--- src/rtl/core_de_pipe_reg.sv ---
// ID->DE pipeline register with flush/stall/bubble priority; optional perf counters under CORE_DE_PERF_EN.
// Latency: id_* to de_* is one cycle on load; id_hold is combinational from the hazard inputs.
// Backpressure: ex_stall freezes DE and raises id_hold; insert_nop injects a bubble and raises id_hold.
module core_de_pipe_reg (
  input  logic        clk,
  input  logic        rst_n,
  input  logic        id_valid,
  input  logic [31:0] id_pc,
  input  logic [31:0] id_rs1_data,
  input  logic [31:0] id_rs2_data,
  input  logic [31:0] id_imm,
  input  logic [4:0]  id_rs1,
  input  logic [4:0]  id_rs2,
  input  logic [4:0]  id_rd,
  input  logic [3:0]  id_alu_op,
  input  logic [2:0]  id_funct3,
  input  logic        id_reg_write,
  input  logic        id_mem_read,
  input  logic        id_mem_write,
  input  logic        insert_nop,
  input  logic        ex_flush,
  input  logic        ex_stall,
  output logic        de_valid,
  output logic [31:0] de_pc,
  output logic [31:0] de_rs1_data,
  output logic [31:0] de_rs2_data,
  output logic [31:0] de_imm,
  output logic [4:0]  de_rs1,
  output logic [4:0]  de_rs2,
  output logic [4:0]  de_rd,
  output logic [3:0]  de_alu_op,
  output logic [2:0]  de_funct3,
  output logic        de_reg_write,
  output logic        de_mem_read,
  output logic        de_mem_write,
  output logic        id_hold
`ifdef CORE_DE_PERF_EN
  ,
  output logic [31:0] bubble_cnt,
  output logic [31:0] flush_cnt
`endif
);

  logic do_flush;
  logic do_stall;
  logic do_bubble;
  logic do_load;

  // Exactly one action per cycle: flush beats stall beats bubble beats load.
  always_comb begin
    do_flush  = ex_flush;
    do_stall  = !ex_flush && ex_stall;
    do_bubble = !ex_flush && !ex_stall && insert_nop;
    do_load   = !ex_flush && !ex_stall && !insert_nop;
    id_hold   = !ex_flush && (ex_stall || insert_nop);
  end

  always_ff @(posedge clk) begin
    if (!rst_n) begin
      de_valid     <= 1'b0;
      de_pc        <= '0;
      de_rs1_data  <= '0;
      de_rs2_data  <= '0;
      de_imm       <= '0;
      de_rs1       <= '0;
      de_rs2       <= '0;
      de_rd        <= '0;
      de_alu_op    <= '0;
      de_funct3    <= '0;
      de_reg_write <= 1'b0;
      de_mem_read  <= 1'b0;
      de_mem_write <= 1'b0;
    end else if (do_flush || do_bubble) begin
      // Killing the slot only needs the side-effect bits; datapath fields are don't-care.
      de_valid     <= 1'b0;
      de_reg_write <= 1'b0;
      de_mem_read  <= 1'b0;
      de_mem_write <= 1'b0;
    end else if (do_load) begin
      de_valid     <= id_valid;
      de_pc        <= id_pc;
      de_rs1_data  <= id_rs1_data;
      de_rs2_data  <= id_rs2_data;
      de_imm       <= id_imm;
      de_rs1       <= id_rs1;
      de_rs2       <= id_rs2;
      de_rd        <= id_rd;
      de_alu_op    <= id_alu_op;
      de_funct3    <= id_funct3;
      // x0 writes are architecturally dead, so never advertise them to forwarding.
      de_reg_write <= id_valid && id_reg_write && (id_rd != 5'd0);
      de_mem_read  <= id_valid && id_mem_read;
      de_mem_write <= id_valid && id_mem_write;
    end
  end

`ifdef CORE_DE_PERF_EN
  always_ff @(posedge clk) begin
    if (!rst_n) begin
      bubble_cnt <= '0;
      flush_cnt  <= '0;
    end else begin
      if (do_bubble) bubble_cnt <= bubble_cnt + 32'd1;
      if (do_flush)  flush_cnt  <= flush_cnt + 32'd1;
    end
  end
`endif

endmodule

--- config.mk ---
export PLATFORM = sky130hd
export DESIGN_NAME = core_de_pipe_reg
export DESIGN_NICKNAME = d
export VERILOG_FILES = /design/src/rtl/core_de_pipe_reg.sv
export SDC_FILE = /design/constraint.sdc
export NUM_CORES = 1
export LEC_CHECK = 0
export BUFFER_PORTS_ARGS = -buffer_cell sky130_fd_sc_hd__clkbuf_2
export CORE_MARGIN = 1.5
export CORE_UTILIZATION = 40
export CTS_CLUSTER_SIZE = 30
export DETAILED_ROUTE_END_ITERATION = 10
export PLACE_DENSITY = 0.76
export REMOVE_ABC_BUFFERS = 1
export SYNTH_ARGS = -nofsm -noshare
export SYNTH_HDL_FRONTEND = slang
export SYNTH_SLANG_ARGS = --single-unit
--- constraint.sdc ---
create_clock -name clk -period 1 [get_ports clk]
set_input_delay 0.1 -clock clk [delete_from_list [all_inputs] [get_ports clk]]
set_output_delay 0.1 -clock clk [all_outputs]
set_load 0.02 [all_outputs]
==> Word level (Yosys, flattened, before mapping) <==
Index checks and enable logic that the tools add are counted.
{ "classes": {"reduce_logical": 16, "n_bitwise": 2} }
{ "ops": {"columns": ["op", "n"], "rows": [
  ["1-bit logical AND", 8],
  ["5-bit nonzero test", 1],
  ["1-bit logical NOT", 3],
  ["1-bit logical OR", 2],
  ["1-bit NOT", 2],
  ["2-bit AND reduction", 1],
  ["2-bit OR reduction", 1]
]} }
{ "word_totals": {"register_bits": 154} }

==> Logic depth before layout (Yosys ltp) <==
{ "logic_depth": {"ltp_word": 6, "ltp_mapped": 5, "mapped_depth_nobuf": 3} }

==> Worst setup path before layout <==
Ideal clock, no wire load.
{ "synth_timing": {"path_kind": "input -> register", "from": "input port ex_stall", "to": "register de_rs1_data[0]", "arrival_time_ns": 0.952, "stages": 5, "path_buffers": 2, "setup_slack_ns": -0.068, "path_cell_list": "or3_1 buf_2 clkbuf_1 nand2_1 a21boi_1"} }
{ "synth_via": {"elab_chain_cells": 6, "elab_cells_between_ends": 7} }
{ "synth_rtl": {"columns": ["element", "line", "source"], "rows": [
  ["from (decl)", "22", "input logic ex_stall,"],
  ["1-bit logical NOT *", "53, 54", null],
  ["1-bit logical AND *", "53, 54", null],
  ["1-bit logical AND", "53", "do_bubble = !ex_flush && !ex_stall && insert_nop;"],
  ["1-bit logical OR", "73", "end else if (do_flush || do_bubble) begin"],
  ["1-bit NOT (no source line)", null, null],
  ["2-bit AND reduction (no source line) *", null, null],
  ["to (signal assigned)", "82", "de_rs1_data <= id_rs1_data;"],
  ["to (decl)", "25", "output logic [31:0] de_rs1_data,"]
]} }
Mark *: on every way between the ends. The rest lies on a longest branch, timed or not.
A chain may end at the register's enable or synchronous reset.

==> Worst setup path in the final report <==
{ "layout_timing": {"from": "register de_alu_op[3]", "to": "output port de_alu_op[3]"} }
{ "layout_rtl": {"columns": ["element", "line", "source"], "rows": [
  ["from (decl)", "31", "output logic [3:0] de_alu_op,"],
  ["from (signal assigned)", "88", "de_alu_op <= id_alu_op;"]
]} }
No word-level cell between the ends.

==> impl_metrics.prom <==
# TYPE chip_impl_metric gauge
chip_impl_info{name="status",value="finished, violations left"} 1
chip_impl_info{name="violations",value="negative setup slack"} 1
chip_impl_metric{name="detailedPlacementHpwl",unit="mm"} 11.0
chip_impl_metric{name="worst-path-buf-inv",unit=""} 1
chip_impl_metric{name="drt-initial-drc-count",unit=""} 671
chip_impl_metric{name="finalSetupViolCount",unit=""} 32
chip_impl_info{name="clock_root_buffer",value="sky130_fd_sc_hd__clkbuf_16"} 1
chip_impl_metric{name="synth_adder_area_share",unit="%"} 0
chip_impl_info{name="synthTopCellsByArea",value="sky130_fd_sc_hd__dfxtp_1, sky130_fd_sc_hd__nand2_1, sky130_fd_sc_hd__a21boi_0"} 1
chip_impl_metric{name="floorplan.die_area",unit="um2"} 14900
chip_impl_info{name="most-common-layout-cells",value="sky130_fd_sc_hd__nand2_1, sky130_fd_sc_hd__clkbuf_2, sky130_fd_sc_hd__dlygate4sd3_1, sky130_fd_sc_hd__buf_8, sky130_fd_sc_hd__dfxtp_2"} 1
chip_impl_info{name="timing.critical_path.from_type",value="flip-flop"} 1
chip_impl_metric{name="final_global_route_overflow_total",unit=""} 0
chip_impl_info{name="grt_setup_unrepaired",value="true"} 1
chip_impl_metric{name="clk_pin_slew",unit="ps"} 70
chip_impl_metric{name="yosys.area_share.xor_xnor",unit="%"} 0
chip_impl_metric{name="maxSlewViolCount",unit=""} 0
chip_impl_metric{name="syn-instance-count",unit=""} 674
chip_impl_info{name="crit_type",value="flip-flop to output pin"} 1
chip_impl_metric{name="diodes",unit=""} 0
chip_impl_info{name="layout_commonest_cell",value="sky130_fd_sc_hd__nand2_1"} 1
chip_impl_metric{name="wire_per_inst",unit="um"} 20.7
chip_impl_metric{name="globalplace.congestion",unit=""} 0.760
chip_impl_metric{name="fin_crit_sh",unit="%"} 103
chip_impl_metric{name="vias",unit=""} 7411
chip_impl_metric{name="core_outline_area",unit="um2"} 13800
chip_impl_metric{name="power_frac_clock",unit="%"} 42.1
chip_impl_metric{name="switching_power",unit="mW"} 4.11
chip_impl_metric{name="postRouteAntennaNets",unit=""} 0
chip_impl_metric{name="viasPerCell",unit=""} 5.33
chip_impl_info{name="cts_tree",value="yes"} 1
chip_impl_metric{name="power.share.combinational",unit="%"} 16.4
chip_impl_info{name="critPathSlowestCell",value="sky130_fd_sc_hd__dfxtp_2"} 1
chip_impl_metric{name="grt_pass1_vias",unit=""} 7384
chip_impl_metric{name="post_synth_mux_area_share",unit="%"} 0
chip_impl_metric{name="synthDistinctLibCells",unit=""} 15
chip_impl_metric{name="synth_simple_gate_area_share",unit="%"} 21.4
chip_impl_info{name="synthDominantAreaCellType",value="sky130_fd_sc_hd__dfxtp_1"} 1
chip_impl_metric{name="antenna_found_initial",unit=""} 0
chip_impl_metric{name="clock.fmax",unit="MHz"} 970
chip_impl_metric{name="post_layout_nonfiller_instances",unit=""} 1391
chip_impl_info{name="worstPathCellList",value="buf_8"} 1
chip_impl_metric{name="grt_use_total",unit="%"} 32.9
chip_impl_metric{name="p_per_area",unit="nW/um2"} 1330
chip_impl_metric{name="drv_cap",unit=""} 0
chip_impl_metric{name="swShare",unit="%"} 25.9
chip_impl_metric{name="drt_pre_antenna_iters",unit=""} 5
chip_impl_info{name="critPathTopFamily",value="flip-flops"} 1
chip_impl_metric{name="fin_skew",unit="ps"} 0
chip_impl_metric{name="worstPathRequired",unit="ps"} 900
chip_impl_metric{name="critical_path.max_stage_delay",unit="ps"} 380
chip_impl_metric{name="grt_max_degree",unit=""} 76
chip_impl_metric{name="cts_inserted_buffers",unit=""} 17
chip_impl_metric{name="cts.sink_count",unit=""} 154
chip_impl_metric{name="chipHeight",unit="um"} 122
chip_impl_metric{name="filler_cell_count",unit=""} 584
chip_impl_metric{name="initial_cell_density_of_the_core",unit="%"} 40.9
chip_impl_metric{name="power",unit="mW"} 15.9
chip_impl_metric{name="yosys_warnings",unit=""} 0
chip_impl_metric{name="ys_seq_area_share",unit="%"} 54.5
chip_impl_metric{name="p_int",unit="mW"} 11.7
chip_impl_metric{name="placed_cells",unit=""} 1142
chip_impl_metric{name="nNetsFinal",unit=""} 1357
chip_impl_metric{name="synth.cell_area",unit="um2"} 5660
chip_impl_metric{name="placement_row_count",unit=""} 43
chip_impl_metric{name="worstPathMaxFanout",unit=""} 2
chip_impl_metric{name="cts.path.max_buffers",unit=""} 2
chip_impl_info{name="synth_top_family_by_area",value="simple AND/OR/NAND/NOR gates"} 1
chip_impl_metric{name="timing.slew.headroom",unit="%"} 76.7
chip_impl_metric{name="postSynthRegisterBits",unit=""} 154
chip_impl_metric{name="syn_area_per_cell",unit="um2"} 8.39
chip_impl_metric{name="synth_top_area_share",unit="%"} 54.5
chip_impl_metric{name="max_slew.worst_pin.slew",unit="ps"} 350
chip_impl_metric{name="die_w",unit="um"} 122
chip_impl_metric{name="post_route_cells_drive_above_1_share",unit="%"} 48.6
chip_impl_metric{name="clock_latency",unit="ps"} 420
chip_impl_metric{name="cts.htree.levels",unit=""} 4
chip_impl_metric{name="peakVddDrop",unit="mV"} 1.17
chip_impl_metric{name="areaGrowthSynthToFinish",unit="%"} 110
chip_impl_metric{name="io_buffer_count",unit=""} 313
chip_impl_info{name="timing.hold.worst.class",value="primary input to flip-flop"} 1
chip_impl_metric{name="pwr-share-seq",unit="%"} 41.5
chip_impl_metric{name="final.min_clock_period",unit="ps"} 1030
chip_impl_metric{name="worstPathArrival",unit="ps"} 930
chip_impl_metric{name="io_pins",unit=""} 314
chip_impl_metric{name="drt-total-wl",unit="mm"} 28.8
chip_impl_metric{name="final-hold-violation-count",unit=""} 0
chip_impl_metric{name="hold_slack",unit="ps"} 36.3
chip_impl_metric{name="grt_pass1_wl",unit="mm"} 37.3
chip_impl_metric{name="synth_compound_gate_area_share",unit="%"} 20.4
chip_impl_metric{name="power.leakage",unit="nW"} 5.12
chip_impl_metric{name="detail_route.drc_violations",unit=""} 0
chip_impl_metric{name="worst_slack_at_placement",unit="ps"} -243
chip_impl_metric{name="final_design_utilization",unit="%"} 85.9
chip_impl_info{name="timing.critical_path.to_type",value="output pin"} 1
chip_impl_metric{name="post-route-worst-setup-slack",unit="ps"} -30.9
## Yosys cell counts (all sizes together)
library cell    n
nand2b          1
nand3           2
a211o           1
nor2            3
or3             1
buf            19
a21oi           4
nand2         306
nand3b          1
nor3            2
dfxtp         154
a21boi        150
clkbuf         30
## path summary, 6_finish.rpt
path | startpoint | end | slack (ps) | cells after the start
setup / recovery | de_alu_op[3] | de_alu_op[3] | -30 | 1
hold / removal | rst_n | de_alu_op[2] | 40 | 2
setup reg to reg | de_rs2_data[18] | de_rs2_data[18] | 40 | 3
hold reg to reg | de_rs2_data[25] | de_rs2_data[25] | 460 | 2
## layout make-up
cell class / count / area, um2 / share of cell area (%)
Clock buffer: 20 / 467 / 3.93
Clock inverter: 12 / 140 / 1.18
Multi-Input combinational cell: 471 / 2370 / 20.0
Sequential cell: 154 / 3280 / 27.6
Tap cell: 180 / 225 / 1.90
Timing Repair Buffer: 554 / 5390 / 45.4
## kinds of logic after synthesis
logic type,after synthesis
simple gates,316
compound gates,155
flops,154
buf+inv,49
## routing by layer
layer  share of wire (%)  vias up  global-route usage, %  routed length, um
li1                    -     3210                      -                  -
met1                  34     3488                   32.1               9760
met2                  51      540                   57.8              14600
met3                 8.5      173                   11.0               2440
met4                 6.9        0                   24.1               1980
met5                   0        -                      0                  0
## registers in the layout, indices dropped and copies added, names as in the netlist
register	cells
de_rs1_data	32
de_rs2	5
de_rs2_data	32
de_mem_read	1
de_reg_write	1
de_valid	1
de_alu_op	4
de_rd	5
de_rs1	5
de_imm	32
de_mem_write	1
de_pc	32
de_funct3	3
## per-stage QoR
step           instance area [um2]  TNS [ps]
2_1_floorplan                 5450   -318060
3_3_place_gp                  7520    -28870
3_5_place_dp                  7520    -31320
4_1_cts                      11300     -1350
5_1_grt                      11900     -3450
6_report                     11900      -281
## what timing repair did
action,CTS,global route
gates resized for setup,460,157
endpoints found under the hold margin,154,0
hold buffers,154,0
endpoints found under the setup margin,154,155
setup buffers,11,52
## power by group through the flow
stage | Combinational [mW] | Sequential, mW | Clock [mW]
after floorplan | 0.397 | 6.81 | 0
after global placement | 1.40 | 6.56 | 0
after detailed placement | 1.41 | 6.57 | 0
after CTS | 2.20 | 6.50 | 6.65
after global routing | 2.70 | 6.59 | 7.06
final | 2.59 | 6.58 | 6.68
Power figures use the tool's default switching activity.
